===== src/rtl/cla_seq_pkg.sv =====
// cla_seq_pkg: shared types and helpers for the nibble-serial CLA adder.
// Holds the FSM state enum, the nibble width and the index-width helper.
package cla_seq_pkg;

  typedef enum logic [1:0] {
    IDLE = 2'd0,
    RUN  = 2'd1,
    DONE = 2'd2
  } state_t;

  localparam int NIBBLE_W = 4;

  // Bits needed to count n nibbles; never less than one.
  function automatic int idx_w(input int n);
    int w;
    w = 1;
    while ((1 << w) < n) w++;
    return w;
  endfunction

endpackage


===== src/rtl/cla4_slice.sv =====
// cla4_slice: combinational 4-bit carry-lookahead adder.
// Ports: a, b (4b), cin in; s (4b), c4 out.
module cla4_slice
  import cla_seq_pkg::*;
(
  input  logic [3:0] a,
  input  logic [3:0] b,
  input  logic       cin,
  output logic [3:0] s,
  output logic       c4
);

  logic [3:0] g;
  logic [3:0] p;
  logic       c1, c2, c3;

  assign g = a & b;
  assign p = a ^ b;

  // Each carry is flattened from g/p so no ripple path exists.
  assign c1 = g[0] | (p[0] & cin);
  assign c2 = g[1] | (p[1] & g[0])
            | (p[1] & p[0] & cin);
  assign c3 = g[2] | (p[2] & g[1])
            | (p[2] & p[1] & g[0])
            | (p[2] & p[1] & p[0] & cin);
  assign c4 = g[3] | (p[3] & g[2])
            | (p[3] & p[2] & g[1])
            | (p[3] & p[2] & p[1] & g[0])
            | (p[3] & p[2] & p[1] & p[0] & cin);

  assign s = p ^ {c3, c2, c1, cin};

endmodule


===== src/rtl/cla_nibble_sequencer.sv =====
// cla_nibble_sequencer: accepts a/b/cin over valid/ready, adds one nibble
// per clock through cla4_slice, and presents sum/cout over valid/ready.
// Ports: clk, reset (async, active low), in_valid/in_ready, a, b, cin,
// out_valid/out_ready, sum, cout, busy.
// Define CLA_SEQ_SUBTRACT_EN to add a sub input selecting a-b.
module cla_nibble_sequencer
  import cla_seq_pkg::*;
#(
  parameter int WIDTH = 16
) (
  input  logic             clk,
  input  logic             reset,
  input  logic             in_valid,
  output logic             in_ready,
  input  logic [WIDTH-1:0] a,
  input  logic [WIDTH-1:0] b,
  input  logic             cin,
`ifdef CLA_SEQ_SUBTRACT_EN
  input  logic             sub,
`endif
  output logic             out_valid,
  input  logic             out_ready,
  output logic [WIDTH-1:0] sum,
  output logic             cout,
  output logic             busy
);

  localparam int NIB = WIDTH / NIBBLE_W;
  localparam int IW  = idx_w(NIB);
  localparam logic [IW-1:0] LAST = IW'(NIB - 1);

  state_t           state;
  logic [IW-1:0]    idx;
  logic             carry;
  logic [WIDTH-1:0] a_reg;
  logic [WIDTH-1:0] b_reg;
  logic [3:0]       a_nib;
  logic [3:0]       b_nib;
  logic [3:0]       s_nib;
  logic             c4;

  assign a_nib = a_reg[{idx, 2'b00} +: NIBBLE_W];
  assign b_nib = b_reg[{idx, 2'b00} +: NIBBLE_W];

  cla4_slice u_slice (
    .a   (a_nib),
    .b   (b_nib),
    .cin (carry),
    .s   (s_nib),
    .c4  (c4)
  );

  always_ff @(posedge clk or negedge reset) begin
    if (!reset) begin
      state     <= IDLE;
      idx       <= '0;
      carry     <= 1'b0;
      a_reg     <= '0;
      b_reg     <= '0;
      sum       <= '0;
      cout      <= 1'b0;
      out_valid <= 1'b0;
      in_ready  <= 1'b1;
      busy      <= 1'b0;
    end else begin
      unique case (state)
        IDLE: begin
          if (in_valid) begin
            a_reg <= a;
`ifdef CLA_SEQ_SUBTRACT_EN
            // a-b as a + ~b + 1; cout then means no borrow.
            b_reg <= sub ? ~b : b;
            carry <= sub ? 1'b1 : cin;
`else
            b_reg <= b;
            carry <= cin;
`endif
            idx      <= '0;
            state    <= RUN;
            in_ready <= 1'b0;
            busy     <= 1'b1;
          end
        end
        RUN: begin
          sum[{idx, 2'b00} +: NIBBLE_W] <= s_nib;
          carry <= c4;
          idx   <= idx + 1'b1;
          if (idx == LAST) begin
            cout      <= c4;
            state     <= DONE;
            out_valid <= 1'b1;
          end
        end
        DONE: begin
          if (out_ready) begin
            state     <= IDLE;
            out_valid <= 1'b0;
            in_ready  <= 1'b1;
            busy      <= 1'b0;
          end
        end
        default: state <= IDLE;
      endcase
    end
  end

endmodule

===== config.mk =====
export PLATFORM = sky130hd
export DESIGN_NAME = cla_nibble_sequencer
export DESIGN_NICKNAME = d
export VERILOG_FILES = /design/src/rtl/cla_seq_pkg.sv /design/src/rtl/cla4_slice.sv /design/src/rtl/cla_nibble_sequencer.sv
export SDC_FILE = /design/constraint.sdc
export NUM_CORES = 1
export LEC_CHECK = 0
export CAP_MARGIN = 20
export CORE_MARGIN = 2
export CORE_UTILIZATION = 48
export CTS_BUF_LIST = sky130_fd_sc_hd__clkbuf_8
export DETAILED_ROUTE_END_ITERATION = 8
export PLACE_DENSITY = 0.78
export SYNTH_ARGS = -nofsm -noshare
export SYNTH_HDL_FRONTEND = slang
export SYNTH_HIERARCHICAL = 1
export SYNTH_SLANG_ARGS = --single-unit

===== constraint.sdc =====
create_clock -name clk -period 2.5 [get_ports clk]
set_input_delay 0.75 -clock clk [delete_from_list [all_inputs] [get_ports clk]]
set_output_delay 0.75 -clock clk [all_outputs]
set_load 0.01 [all_outputs]

# ---- Word-level counts from Yosys, hierarchy flattened
# Index checks and enable logic that the tools add are counted.
# Widths: inputs -> output; s select.
dict set report word_totals {
  out_inout_bits 20
  in_bits 37
  wordCells 78
  register_bits 57
}
dict set report op_classes {
  n_bitwise 29
  eq_ne 6
  reduce_logical 10
  shifts 4
  n_mux 17
  addsub 2
}
# operator n
set op_table {}
lappend op_table {{$shiftx 16x5->4} 2}
lappend op_table {{$and 1x1->1} 16}
lappend op_table {{$bwmux 16} 1}
lappend op_table {{$shift 4x6->16 const A} 1}
lappend op_table {{$shiftx 4x6->16} 1}
lappend op_table {{$or 1x1->1} 10}
lappend op_table {{$reduce_and 3->1} 3}
lappend op_table {{$mux 2} 4}
lappend op_table {{$pmux 1 s2} 4}
lappend op_table {{$xor 4x4->4} 2}
lappend op_table {{$mux 1} 6}
lappend op_table {{$ne 2x2->1 const B} 3}
lappend op_table {{$neg 4->6} 1}
lappend op_table {{$pmux 2 s3} 1}
lappend op_table {{$reduce_and 2->1} 3}
lappend op_table {{$reduce_bool 2->1} 3}
lappend op_table {{$and 4x4->4} 1}
lappend op_table {{$eq 2x2->1 const B} 2}
lappend op_table {{$pmux 2 s2} 1}
lappend op_table {{$add 2x1->2 const B} 1}
lappend op_table {{$eq 2x1->1 const B} 1}
lappend op_table {{$logic_not 2->1} 1}

# ---- Logic depth before layout (Yosys ltp)
dict set report logic_depth {
  depth_word 9
  ltp_mapped 9
  depth_no_buf 8
}

# ---- Modules after synthesis
# The synthesis kept the hierarchy.
# mod n_inst seq_area_each_um2 area_each_um2 cells_each
set by_module_without_submodules {}
lappend by_module_without_submodules {cla_nibble_sequencer 1 1427.6 2723.9 188}
lappend by_module_without_submodules {cla4_slice 1 0.0 147.6 17}

# ---- Worst setup path before layout
# No wires, ideal clock.
dict set report synth_path {
  path_type {flip-flop to flip-flop}
  from {register idx[0]}
  to {register sum[11]}
  t_arrival_ns 2.468
  n_path_buf 1
  period_less_slack_ns 2.578
  slack_ns -0.078
  required_time_ns 2.390
  stages_incl_launch_ff 9
  setup_ns 0.110
  cell_sequence {dfrtp_1 > buf_6 > mux4_2 > ha_1 > a21o_1 > a31o_1 > xor2_1 > nand2b_1 > o41ai_1}
}
dict set report synth_via {
  word_cells_on_any_way 24
  cone_classes {add/sub: 1; shift: 4; mux: 1; bitwise: 18}
}
# item line
set synth_rtl {}
lappend synth_rtl {{start, declared} cla_nibble_sequencer.sv:33} ;# logic [IW-1:0] idx;
lappend synth_rtl {{start signal, assigned} cla_nibble_sequencer.sv:87} ;# idx <= idx + 1'b1;
lappend synth_rtl {{$shiftx 16x5->4 (*)} cla_nibble_sequencer.sv:42} ;# assign a_nib = a_reg[{idx, 2'b00} +: NIBBLE_W];
lappend synth_rtl {{named net a_nib[0]} cla_nibble_sequencer.sv:37} ;# logic [3:0] a_nib;
lappend synth_rtl {{$and 4x4->4 / $xor 4x4->4 (equally long branches)} {cla4_slice.sv:17, cla4_slice.sv:18}}
lappend synth_rtl {{$and 1x1->1, on equally long branches} {cla4_slice.sv:25, cla4_slice.sv:26}}
lappend synth_rtl {{$or 1x1->1 / $and 1x1->1 (equally long branches)} {cla4_slice.sv:25, cla4_slice.sv:26}}
lappend synth_rtl {{$or 1x1->1 (*)} cla4_slice.sv:26} ;# | (p[2] & p[1] & p[0] & cin);
lappend synth_rtl {{$xor 4x4->4 (*)} cla4_slice.sv:32} ;# assign s = p ^ {c3, c2, c1, cin};
lappend synth_rtl {{named net s_nib[3]} cla_nibble_sequencer.sv:39} ;# logic [3:0] s_nib;
lappend synth_rtl {{$shiftx 4x6->16 (*)} cla_nibble_sequencer.sv:85} ;# sum[{idx, 2'b00} +: NIBBLE_W] <= s_nib;
lappend synth_rtl {{$bwmux 16 (*)} cla_nibble_sequencer.sv:85}
lappend synth_rtl {{end signal, assigned by index} cla_nibble_sequencer.sv:85}
lappend synth_rtl {{end, declared} cla_nibble_sequencer.sv:23} ;# output logic [WIDTH-1:0] sum,
# Mark *: on every way through the listed nets, which the timed path passes. The rest lies on a longest branch.
# A chain may end at the register's enable or synchronous reset.

# ---- Final worst setup path
# Ends and elaborated chain as after synthesis.

==> results.txt <==
----------------------------------------------------
[Status]
  Result of the run ... complete, no violations

[STA]
  Final worst clock skew ... ~0.0063 ns
  Max_slew headroom ... 0.710
  Max Transition Viols Final ... 0
  Tmin final ... between 2 and 2.5 ns
  Number of setup violations in the final report ... 0
  Setup ws final ... between 0.1 and 0.15 ns
  Pin slew with the least headroom to its limit ... 0.435 ns
  Worst hold margin ... about 0.32 ns
  Final hold violation count ... 0
  RSZ-0062 raised after global routing ... false
  Final worst path period share ... 0.941
  Peak Freq ... approximately 0.43 GHz

[Logic synthesis]
  Yosys top cell by area ... sky130_fd_sc_hd__dfrtp_1
  Syn_area_per_cell ... between 10 and 15 um^2
  Yosys cell types ... 36
  Instance count of the mapped netlist ... 205
  Count of flip-flops with a built-in enable after synthesis ... 0
  Number of warning messages in the yosys log ... 6
  Area fraction in and, or, nand and nor cells after synthesis ... 0.0915
  Fraction of synthesized area in multiplexers ... 0.230
  Sequential area share after synthesis ... 0.497
  Share of the synthesized area in the top cell type ... 0.488
  Yosys reg bits ... 57
  Cell Area, Synth ... 2870 um^2
  Post-Synth Adder-Cell Area ... 0.0505
  Ranking of synthesized cells by area ... sky130_fd_sc_hd__dfrtp_1 49%, sky130_fd_sc_hd__mux2_4 15%, sky130_fd_sc_hd__mux4_2 6.3%, sky130_fd_sc_hd__ha_1 4.4%, sky130_fd_sc_hd__nand2_1 2.5%
  Compound-cell area share of the yosys netlist ... 0.0763
  Leading register cell type out of synthesis ... sky130_fd_sc_hd__dfrtp_1
  Syn_nets ... approximately 250
  Post-Synth XOR/XNOR Area ... 0.00915
  Main combinational cell family by area after synthesis ... multiplexers
  Asr flop ratio synth ... 1.00

[Global routing]
  Vias in the first global route ... 1944
  Largest net degree at the start of global routing ... 28
  Overall global routing resource usage ... 0.193
  Total gr overflow ... 0
  Number of antenna violations at the first check in global routing ... 0
  Wire length of the first global-routing pass ... 9.24 mm

[Worst setup path]
  Cell-by-cell trace of the critical path ... mux4_2 -> ha_4 -> a21o_1 -> a31o_1 -> xor2_2 -> nand2b_1 -> o41ai_2
  Worst EP required ... around 2.7 ns
  Critical path data arrival time ... approximately 2.6 ns
  Crit path largest cell delay ... slightly below 0.6 ns
  Max FO, Critical Path ... 6
  Critical Path Sink Type ... register
  Critical Path Slowest Stage Cell ... sky130_fd_sc_hd__mux4_2
  Launching element type of the critical path ... register
  Crit path kind ... register to register

[Min path]
  Worst Hold Class ... primary input to asynchronous set/reset pin

[Place]
  Worst setup slack after placement ... -0.00466 ns
  RePlAce Congestion ... 0.889
  Half-perimeter wire length after placement ... approximately 4.2 mm
  Dpl cell area ... approximately 3500 um^2
  Number of I/O port buffers ... 56

[CTS]
  Worst-skew pair later-pin latency ... around 0.34 ns
  TritonCTS Sinks ... 57
  Longest Clk Path Bufs ... 2
  Clock transition time at the flip-flop clock pins of the worst setup and hold paths ... approximately 0.060 ns
  Clock root buffer master ... sky130_fd_sc_hd__clkbuf_8
  Depth of the CTS H-tree ... 3
  Num CTS Buffers ... 9
  TritonCTS clock tree ... yes

[Detailed routing]
  Met2 routed WL ... roughly 2.9 mm
  Routed via count ... between 1500 and 2000
  Starting DRC count in detailed routing ... 58
  Max Used Layer ... met4
  Average vias per placed instance ... about 5
  Detail-routed net length per standard cell ... around 16 um
  Total routed wire length on the met1 layer ... ~2.4 mm
  Detail Route Antenna Nets ... 0
  Post-detailed-route DRC marker count ... 0
  Number of iterations in the first detailed-routing pass ... 4
  Met3 Wirelength ... roughly 300 um
  Overall routed net length ... about 5.7 mm

[Die]
  Die width ... about 80 um
  Die Outline Area ... about 6600 um^2
  I/O pin count ... between 50 and 60
  Total core area ... roughly 5900 um^2
  Num rows ... 28
  Effective utilization at floorplan ... 0.491
  Overall die height ... 81.3 um

[Final layout]
  Fill count ... between 400 and 500
  Final standard cell utilization of the core ... 0.646
  Commonest non-fill, non-tap cells in the layout ... 55 x sky130_fd_sc_hd__dfrtp_1, 55 x sky130_fd_sc_hd__clkdlybuf4s50_1, 29 x sky130_fd_sc_hd__mux2_4
  Number of nets in the layout ... 325
  Fraction of final layout cells with drive strength greater than 1 ... 0.277
  Final instance area ... 3780 um^2
  Area delta synth->final ... 31.6%
  Diode insertion count for antenna repair ... 0

[Pwr]
  Worst voltage drop across the vdd grid ... approximately 900 uV
  PD cells ... ~1500 nW/um^2
  Total power ... 5620 uW
  Leak ... approximately 0.0017 uW

[Job]
  Count of max-cap constraint violations ... 0

----------------------------------------------------
==> through the flow <==
step / instances / setup TNS [ns]
floorplan: 205 / 0
CTS: 355 / 0
global placement: 338 / 0
detailed placement: 338 / -0.00466
finish: 357 / 0
global route: 357 / 0
==> Yosys cell counts, types with 2 or more instances <==
cell,number
sky130_fd_sc_hd__o2bb2ai_1,6
sky130_fd_sc_hd__and2b_1,2
sky130_fd_sc_hd__nand3b_1,2
sky130_fd_sc_hd__o31ai_1,3
sky130_fd_sc_hd__mux4_2,8
sky130_fd_sc_hd__nand2_1,19
sky130_fd_sc_hd__nor2_1,3
sky130_fd_sc_hd__a21o_1,3
sky130_fd_sc_hd__dfrtp_1,56
sky130_fd_sc_hd__buf_6,2
sky130_fd_sc_hd__mux2_4,29
sky130_fd_sc_hd__buf_2,2
sky130_fd_sc_hd__ha_1,10
sky130_fd_sc_hd__inv_1,8
sky130_fd_sc_hd__a21oi_1,6
sky130_fd_sc_hd__buf_12,3
sky130_fd_sc_hd__nand2b_1,6
sky130_fd_sc_hd__nand3_1,6
sky130_fd_sc_hd__mux2_2,4
sky130_fd_sc_hd__xnor2_1,2
sky130_fd_sc_hd__a22o_1,2
sky130_fd_sc_hd__o41ai_1,2
sky130_fd_sc_hd__o21ai_0,8
==> path summary, 6_finish.rpt <==
| path | startpoint | endpoint | slack [ns] | cells past startpoint |
|---|---|---|---|---|
| max in group asynchronous | reset | idx[0]$_DFFE_PN0P_ | 1.60 | 2 |
| min reg2reg | in_ready$_DFFE_PN1P_ | in_ready$_DFFE_PN1P_ | 0.47 | 2 |
| max reg2reg | idx[0]$_DFFE_PN0P_ | sum[11]$_DFFE_PN0P_ | 0.15 | 7 |
| max | idx[0]$_DFFE_PN0P_ | sum[11]$_DFFE_PN0P_ | 0.15 | 7 |
| min in group clk | in_ready$_DFFE_PN1P_ | in_ready$_DFFE_PN1P_ | 0.47 | 2 |
| min | reset | sum[4]$_DFFE_PN0P_ | 0.32 | 1 |
==> critical path: cells and delay by family, from the launching register on <==
kind | cells | cell delay [ns]
AOI/OAI and AO/OA | 3 | 0.68
xor gates and xnor gates | 1 | 0.15
adders and majority gates | 1 | 0.26
DFF | 1 | 0.47
muxes | 1 | 0.58
and+or+nand+nor | 1 | 0.13
==> layout make-up <==
cell class	instances	area [um^2]	share of cell area
clock buffers	12	165	0.0437
clock inverters	4	15.0	0.00397
multi-input cells	132	1360	0.361
repair buffers	69	682	0.180
well taps	75	93.8	0.0248
flip-flops and latches	57	1430	0.378
inverters	8	30.0	0.00795
==> repair_timing <==
action | 4_1_cts | 5_1_grt
pin swaps | 1 | 3
endpoints found under the hold margin | 0 | 0
gates resized for setup | 1 | 6
endpoints found under the setup margin | 1 | 6
cloned | 0 | 0
buffers inserted | 1 | 2
hold buffers | 0 | 0
==> per-layer routing <==
metal,GRT usage,vias up
li1,-,884
met1,0.223,886
met2,0.331,55
met3,0.0689,11
met4,0.0695,0
met5,0,-
==> kinds of logic (layout without fill, tap and decap cells) <==
| group | Yosys count | count (layout) |
|---|---|---|
| flip-flops | 57 | 57 |
| AND/OR/NAND/NOR | 45 | 45 |
| multiplexers | 41 | 41 |
| AO/OA/AOI/OAI | 32 | 32 |
| buffers and inverters | 16 | 93 |
| adder cells (fa/ha/maj) | 11 | 11 |
| XOR/XNOR | 3 | 3 |
==> report_power, final <==
group | switching, uW | internal [uW]
registers | 321 | 1330
logic | 1420 | 1790
clock network | 335 | 426
total | 2070 | 3540
(Power assumes the default switching activity.)
